`config.mk`:
```
export PLATFORM = sky130hd
export DESIGN_NAME = mm_arb
export DESIGN_NICKNAME = d
export VERILOG_FILES = /design/src/rtl/mm_arb.sv
export SDC_FILE = /design/constraint.sdc
export NUM_CORES = 1
export LEC_CHECK = 0
export ABC_AREA = 1
export ABC_CLOCK_PERIOD_IN_PS = 1730
export CAP_MARGIN = 20
export CORE_AREA = 2 2 205 207
export DETAILED_ROUTE_END_ITERATION = 8
export DIE_AREA = 0 0 207 209
export GPL_ROUTABILITY_DRIVEN = 0
export GPL_TIMING_DRIVEN = 0
export SYNTH_ARGS = -nofsm -noshare
export SYNTH_HDL_FRONTEND = slang
export SYNTH_SLANG_ARGS = --single-unit
```
`constraint.sdc`:
```
create_clock -name clk -period 1.73 [get_ports clk]
set_clock_uncertainty 0.2 [all_clocks]
set_input_delay 0.346 -clock clk [delete_from_list [all_inputs] [get_ports clk]]
set_output_delay 0.346 -clock clk [all_outputs]
set_load 0.1 [all_outputs]
```
`src/rtl/mm_arb.sv`:
```
// mm_arb: shares the mm write port between the ALU and VLD requesters and the
// registered read port between two operand fetchers, round-robin per port.
module mm_arb #(
  parameter int ADDR_WIDTH = 31,
  parameter int DATA_WIDTH = 63
) (
  input  logic                  clk,
  input  logic                  rst,

  input  logic                  alu_wr_req,
  input  logic [ADDR_WIDTH:0]   alu_wr_addr,
  input  logic [DATA_WIDTH:0]   alu_wr_data,
  output logic                  alu_wr_ack,
  input  logic                  vld_wr_req,
  input  logic [ADDR_WIDTH:0]   vld_wr_addr,
  input  logic [DATA_WIDTH:0]   vld_wr_data,
  output logic                  vld_wr_ack,

  input  logic                  rd0_req,
  input  logic [ADDR_WIDTH:0]   rd0_addr,
  output logic                  rd0_ack,
  output logic                  rd0_vld,
  input  logic                  rd1_req,
  input  logic [ADDR_WIDTH:0]   rd1_addr,
  output logic                  rd1_ack,
  output logic                  rd1_vld,
  output logic [DATA_WIDTH:0]   rd_data,

  output logic [ADDR_WIDTH:0]   mm_Aa,
  output logic [ADDR_WIDTH:0]   mm_Ab,
  output logic [DATA_WIDTH:0]   mm_Db,
  output logic                  mm_req_wr,
  input  logic [DATA_WIDTH:0]   mm_Da
);

  // Handshake: a requester raises req with stable addr/data and holds it until
  // acked; ack is combinational and the transfer happens on the edge where
  // req && ack. Reads answer with a one-cycle rdN_vld pulse two edges later.

  // 1 means ALU (resp. rd0) won the latest transfer, so the other side wins a tie.
  logic wr_last;
  logic rd_last;

  logic s1_valid;
  logic s1_id;
  logic s2_valid;
  logic s2_id;

  logic rd0_cand;
  logic rd1_cand;
  logic wr_xfer;
  logic rd_xfer;

  always_comb begin
    alu_wr_ack = rst && alu_wr_req && (!vld_wr_req || !wr_last);
    vld_wr_ack = rst && vld_wr_req && (!alu_wr_req || wr_last);

    // A read of the address whose write is still on the port waits a cycle.
    rd0_cand   = rd0_req && !(mm_req_wr && (rd0_addr == mm_Ab));
    rd1_cand   = rd1_req && !(mm_req_wr && (rd1_addr == mm_Ab));

    rd0_ack    = rst && rd0_cand && (!rd1_cand || !rd_last);
    rd1_ack    = rst && rd1_cand && (!rd0_cand || rd_last);

    wr_xfer    = alu_wr_ack || vld_wr_ack;
    rd_xfer    = rd0_ack || rd1_ack;
  end

  always_ff @(posedge clk or negedge rst) begin
    if (!rst) begin
      wr_last   <= 1'b0;
      rd_last   <= 1'b0;
      mm_Aa     <= '0;
      mm_Ab     <= '0;
      mm_Db     <= '0;
      mm_req_wr <= 1'b0;
      s1_valid  <= 1'b0;
      s1_id     <= 1'b0;
      s2_valid  <= 1'b0;
      s2_id     <= 1'b0;
    end else begin
      mm_req_wr <= wr_xfer;
      if (wr_xfer) begin
        mm_Ab   <= alu_wr_ack ? alu_wr_addr : vld_wr_addr;
        mm_Db   <= alu_wr_ack ? alu_wr_data : vld_wr_data;
        wr_last <= alu_wr_ack;
      end

      if (rd_xfer) begin
        mm_Aa   <= rd0_ack ? rd0_addr : rd1_addr;
        rd_last <= rd0_ack;
      end

      // Tag pipeline follows the read through mm's registered output.
      s1_valid <= rd_xfer;
      s1_id    <= rd1_ack;
      s2_valid <= s1_valid;
      s2_id    <= s1_id;
    end
  end

  assign rd0_vld = s2_valid && !s2_id;
  assign rd1_vld = s2_valid && s2_id;
  assign rd_data = mm_Da;

endmodule

```
==> flow_metrics.tcl <==
set metrics [dict create \
    drc_errors 0 \
    arrival_ns 2.29 \
    wl_per_cell_um 19.8 \
    p_clk_share_pct 22.7 \
    ys_types 31 \
    grt_pass1_vias 10000 \
    tightest_slew_ns 0.797 \
    clk_latency_ns 0.45 \
    vias 9697 \
    critical_path.top_delay_family "buffers and inverters" \
    ys_seq_area_share_pct 41.5 \
    nNetsFinal 1967 \
    clock-root-buffer "clkbuf_16" \
    max_slew_margin_pct 46.7 \
    dp_cells 2104 \
    seq_power_share_pct 25.8 \
    critical_path_required_ns 1.18 \
    swShare_pct 49.0 \
    htree_num_levels 4 \
    cts_buffers 17 \
    clk_path_buf_depth 2 \
    tritoncts "done" \
    rr_endpoint "mm_Aa[21]" \
    dp_slack_ns -2.52 \
    dpl.hpwl_um 32000 \
    peakVddDrop_mv 0.622 \
    r2r_cells 16 \
    cp-startpoint "rd1_addr[6]" \
    maxCapViolCount 0 \
    die_w_um 207 \
    grt_setup_unrepaired "yes" \
    crit_path_max_fanout 2 \
    endpoint_kind "output port" \
    nFillCells 4311 \
    seqCellArea_um2 3500 \
    layout_min_cycle_time_ns 2.83 \
    overflow 0 \
    clk_pin_slew_ns 0.06 \
    io_pins 525 \
    ys_seq_elements 135 \
    die_h_um 209 \
    hold_viol_final 0 \
    critPathLaunchType "input pin" \
    outcome "finished, violations left" \
    fin_cells 2193 \
    power_density_nw_per_um2 1020 \
    cp_cell_sequence "clkdlybuf4s50_1 -> inv_1 -> nand2_1 -> nand4_1 -> nor2_1 -> nand2_1 -> nor2_2 -> nand2_4 -> nand3_4 -> nand2_8 -> buf_12 -> clkinvlp_4 -> buf_12" \
    slew_viol_final 0 \
    rrSetupSlack_ns -0.71 \
    area_delta_synth_final_pct 92.9 \
    antenna_left 0 \
    violations "setup timing" \
    hp-class "input pin to asynchronous set/reset pin" \
    n_antenna_cell 0 \
    antenna_found_initial 3 \
    critical-path-max-stage-delay_ns 0.53 \
    multiInputGateArea_um2 3900 \
    syn_avg_cell_area_um2 7.37 \
    synthCells 1104 \
    drive_gt1_share_pct 34.1 \
    final_cell_area_um2 15700 \
    track_usage_pct 19.4 \
    syn_area_um2 8140 \
    drt_iter0_drc 478 \
    row_count 75 \
    grt_max_degree 45 \
    dr.pass1.iters 5 \
    grt_pass1_wl_um 62900 \
    setup_slack_ns -1.10 \
    switchingPower_mw 7.83 \
    yosysWarnings 0 \
    initial_core_util_pct 19.7 \
    critPathBufInv 5 \
    slowest_stage "clkdlybuf4s50_1" \
    core_area_um2 41300 \
    port_buffers 460 \
    place_area_um2 13700 \
    cts_sinks 135 \
    p_comb_share_pct 51.6 \
    min_period_over_period_pct 164 \
    synth.net_count 1430 \
    viasPerCell 4.42 \
    setup_violations 47 \
    intPower_mw 8.16 \
    die_area_um2 43300 \
    routed_wl_um 43400 \
    max_freq_mhz 353 \
    p_leak_nw 7.15 \
    worst-setup-path-type "input pin to output port" \
    reg2reg_from "mm_Ab[0]" \
]
[state kept, by name, summed over array words and instances (netlist names)]
register / cells
mm_Aa: 32
rd_last: 1
mm_Ab: 32
s2_valid: 1
s1_id: 1
mm_req_wr: 1
s1_valid: 1
wr_last: 1
s2_id: 1
mm_Db: 64
[cell type report]
type                            count  share of cell area (%)
Buffer                            124                    6.83
Clock buffer                       21                    2.87
Clock inverter                     11                   0.670
Inverter                          101                    2.60
Multi-Input combinational cell    739                    24.8
Sequential cell                   135                    22.3
Tap cell                          539                    4.30
Timing Repair Buffer              523                    35.6
[stage by stage]
step	power, mW	hold slack [ns]	utilization (%)	TNS [ns]
2_1_floorplan	9.34	-0.150	-	-13.28
3_3_place_gp	11.8	0.133	33.0	-2004.38
3_5_place_dp	11.8	0.0974	33.1	-250.98
4_1_cts	15.9	0.152	36.9	-85.13
5_1_grt	16.6	0.127	38.0	-29.69
6_report	16.0	0.121	38.0	-25.45
[worst reg2reg max path: cells and delay by family (launching register included)]
kind / cells / cell delay [ns]
buffers and inverters: 5 / 0.56
DFF: 1 / 0.50
and+or+nand+nor: 11 / 1.08
[how the worst max path moves through the flow]
stage	endpoint	slack [ns]	depth (start not counted)
finish	rd0_ack	-1.10	13
CTS	rd0_ack	-1.14	13
global placement	alu_wr_ack	-8.72	6
floorplan	rd0_ack	-0.83	14
global route	rd0_ack	-1.19	13
detailed placement	alu_wr_ack	-2.52	7
[cell usage in the layout, fill, tap and decap left out, types with 33 or more instances in the layout]
cell type / synthesis / routed
clkdlybuf4s50_1: 0 / 257
buf_4: 66 / 183
nand2_1: 173 / 152
nor2_1: 169 / 138
o21ai_0: 122 / 119
dfrtp_1: 135 / 101
nand3_1: 105 / 98
inv_1: 95 / 80
clkdlybuf4s15_2: 0 / 65
o21ai_1: 44 / 46
buf_6: 5 / 45
o22ai_1: 36 / 34
nand2_2: 20 / 33
buf_12: 2 / 33
dfrtp_4: 0 / 33
[synthesized netlist by cell type]
cell type	number	area, µm²
a31oi_1	1	6.26
buf_4	66	495
buf_12	2	40.0
nand2_8	1	20.0
nor2_1	169	634
nand4_1	18	113
nor2_8	1	20.0
nand2_1	173	649
xor2_1	3	26.3
clkbuf_1	38	143
inv_1	95	357
inv_2	5	18.8
xnor2_1	3	26.3
a21oi_4	1	16.3
nand2_4	3	33.8
nand2_2	20	125
buf_1	1	3.75
nor3_1	1	5.00
o21ai_0	122	611
a21oi_1	4	20.0
o22ai_1	36	225
o21ai_1	44	220
buf_6	5	56.3
nand3_2	1	10.0
nand3_4	2	35.0
clkinv_4	1	8.76
nand3b_1	29	218
buf_2	17	85.1
dfrtp_1	135	3380
nor2_2	2	12.5
nand3_1	105	526
[logic make-up (layout without fill, tap and decap cells)]
| logic type | after synthesis | after routing | share of synthesized area, % |
|---|---|---|---|
| xor+xnor | 6 | 6 | 0.646 |
| compound gates | 208 | 208 | 13.5 |
| flops | 135 | 135 | 41.5 |
| simple gates | 525 | 525 | 29.5 |
| buf+inv | 230 | 780 | 14.8 |
[layer usage]
layer  up-vias  global-route usage [%]  share of wire (%)
met5         -                       0              0.069
met4         4                    7.09                2.7
met3        59                    6.04                7.6
met2       413                    33.9                 50
met1      4593                    22.4                 40
li1       4628                       -                  -
[power by group through the flow]
stage | clock network, mW | registers (mW) | logic, mW
2_1_floorplan | 0 | 7.38 | 1.96
3_3_place_gp | 0 | 4.10 | 7.71
3_5_place_dp | 0 | 4.11 | 7.72
4_1_cts | 3.74 | 4.10 | 8.10
5_1_grt | 3.85 | 4.18 | 8.58
6_report | 3.62 | 4.12 | 8.24
[timing repair]
action,in CTS,in global routing
setup endpoints to repair,332,154
gates cloned,10,2
hold buffers,2,3
gates resized for setup,1194,141
pin swaps,26,31
hold endpoints to repair,58,38
setup buffers,37,17
Note: power is estimated with default switching activity, not from simulation.
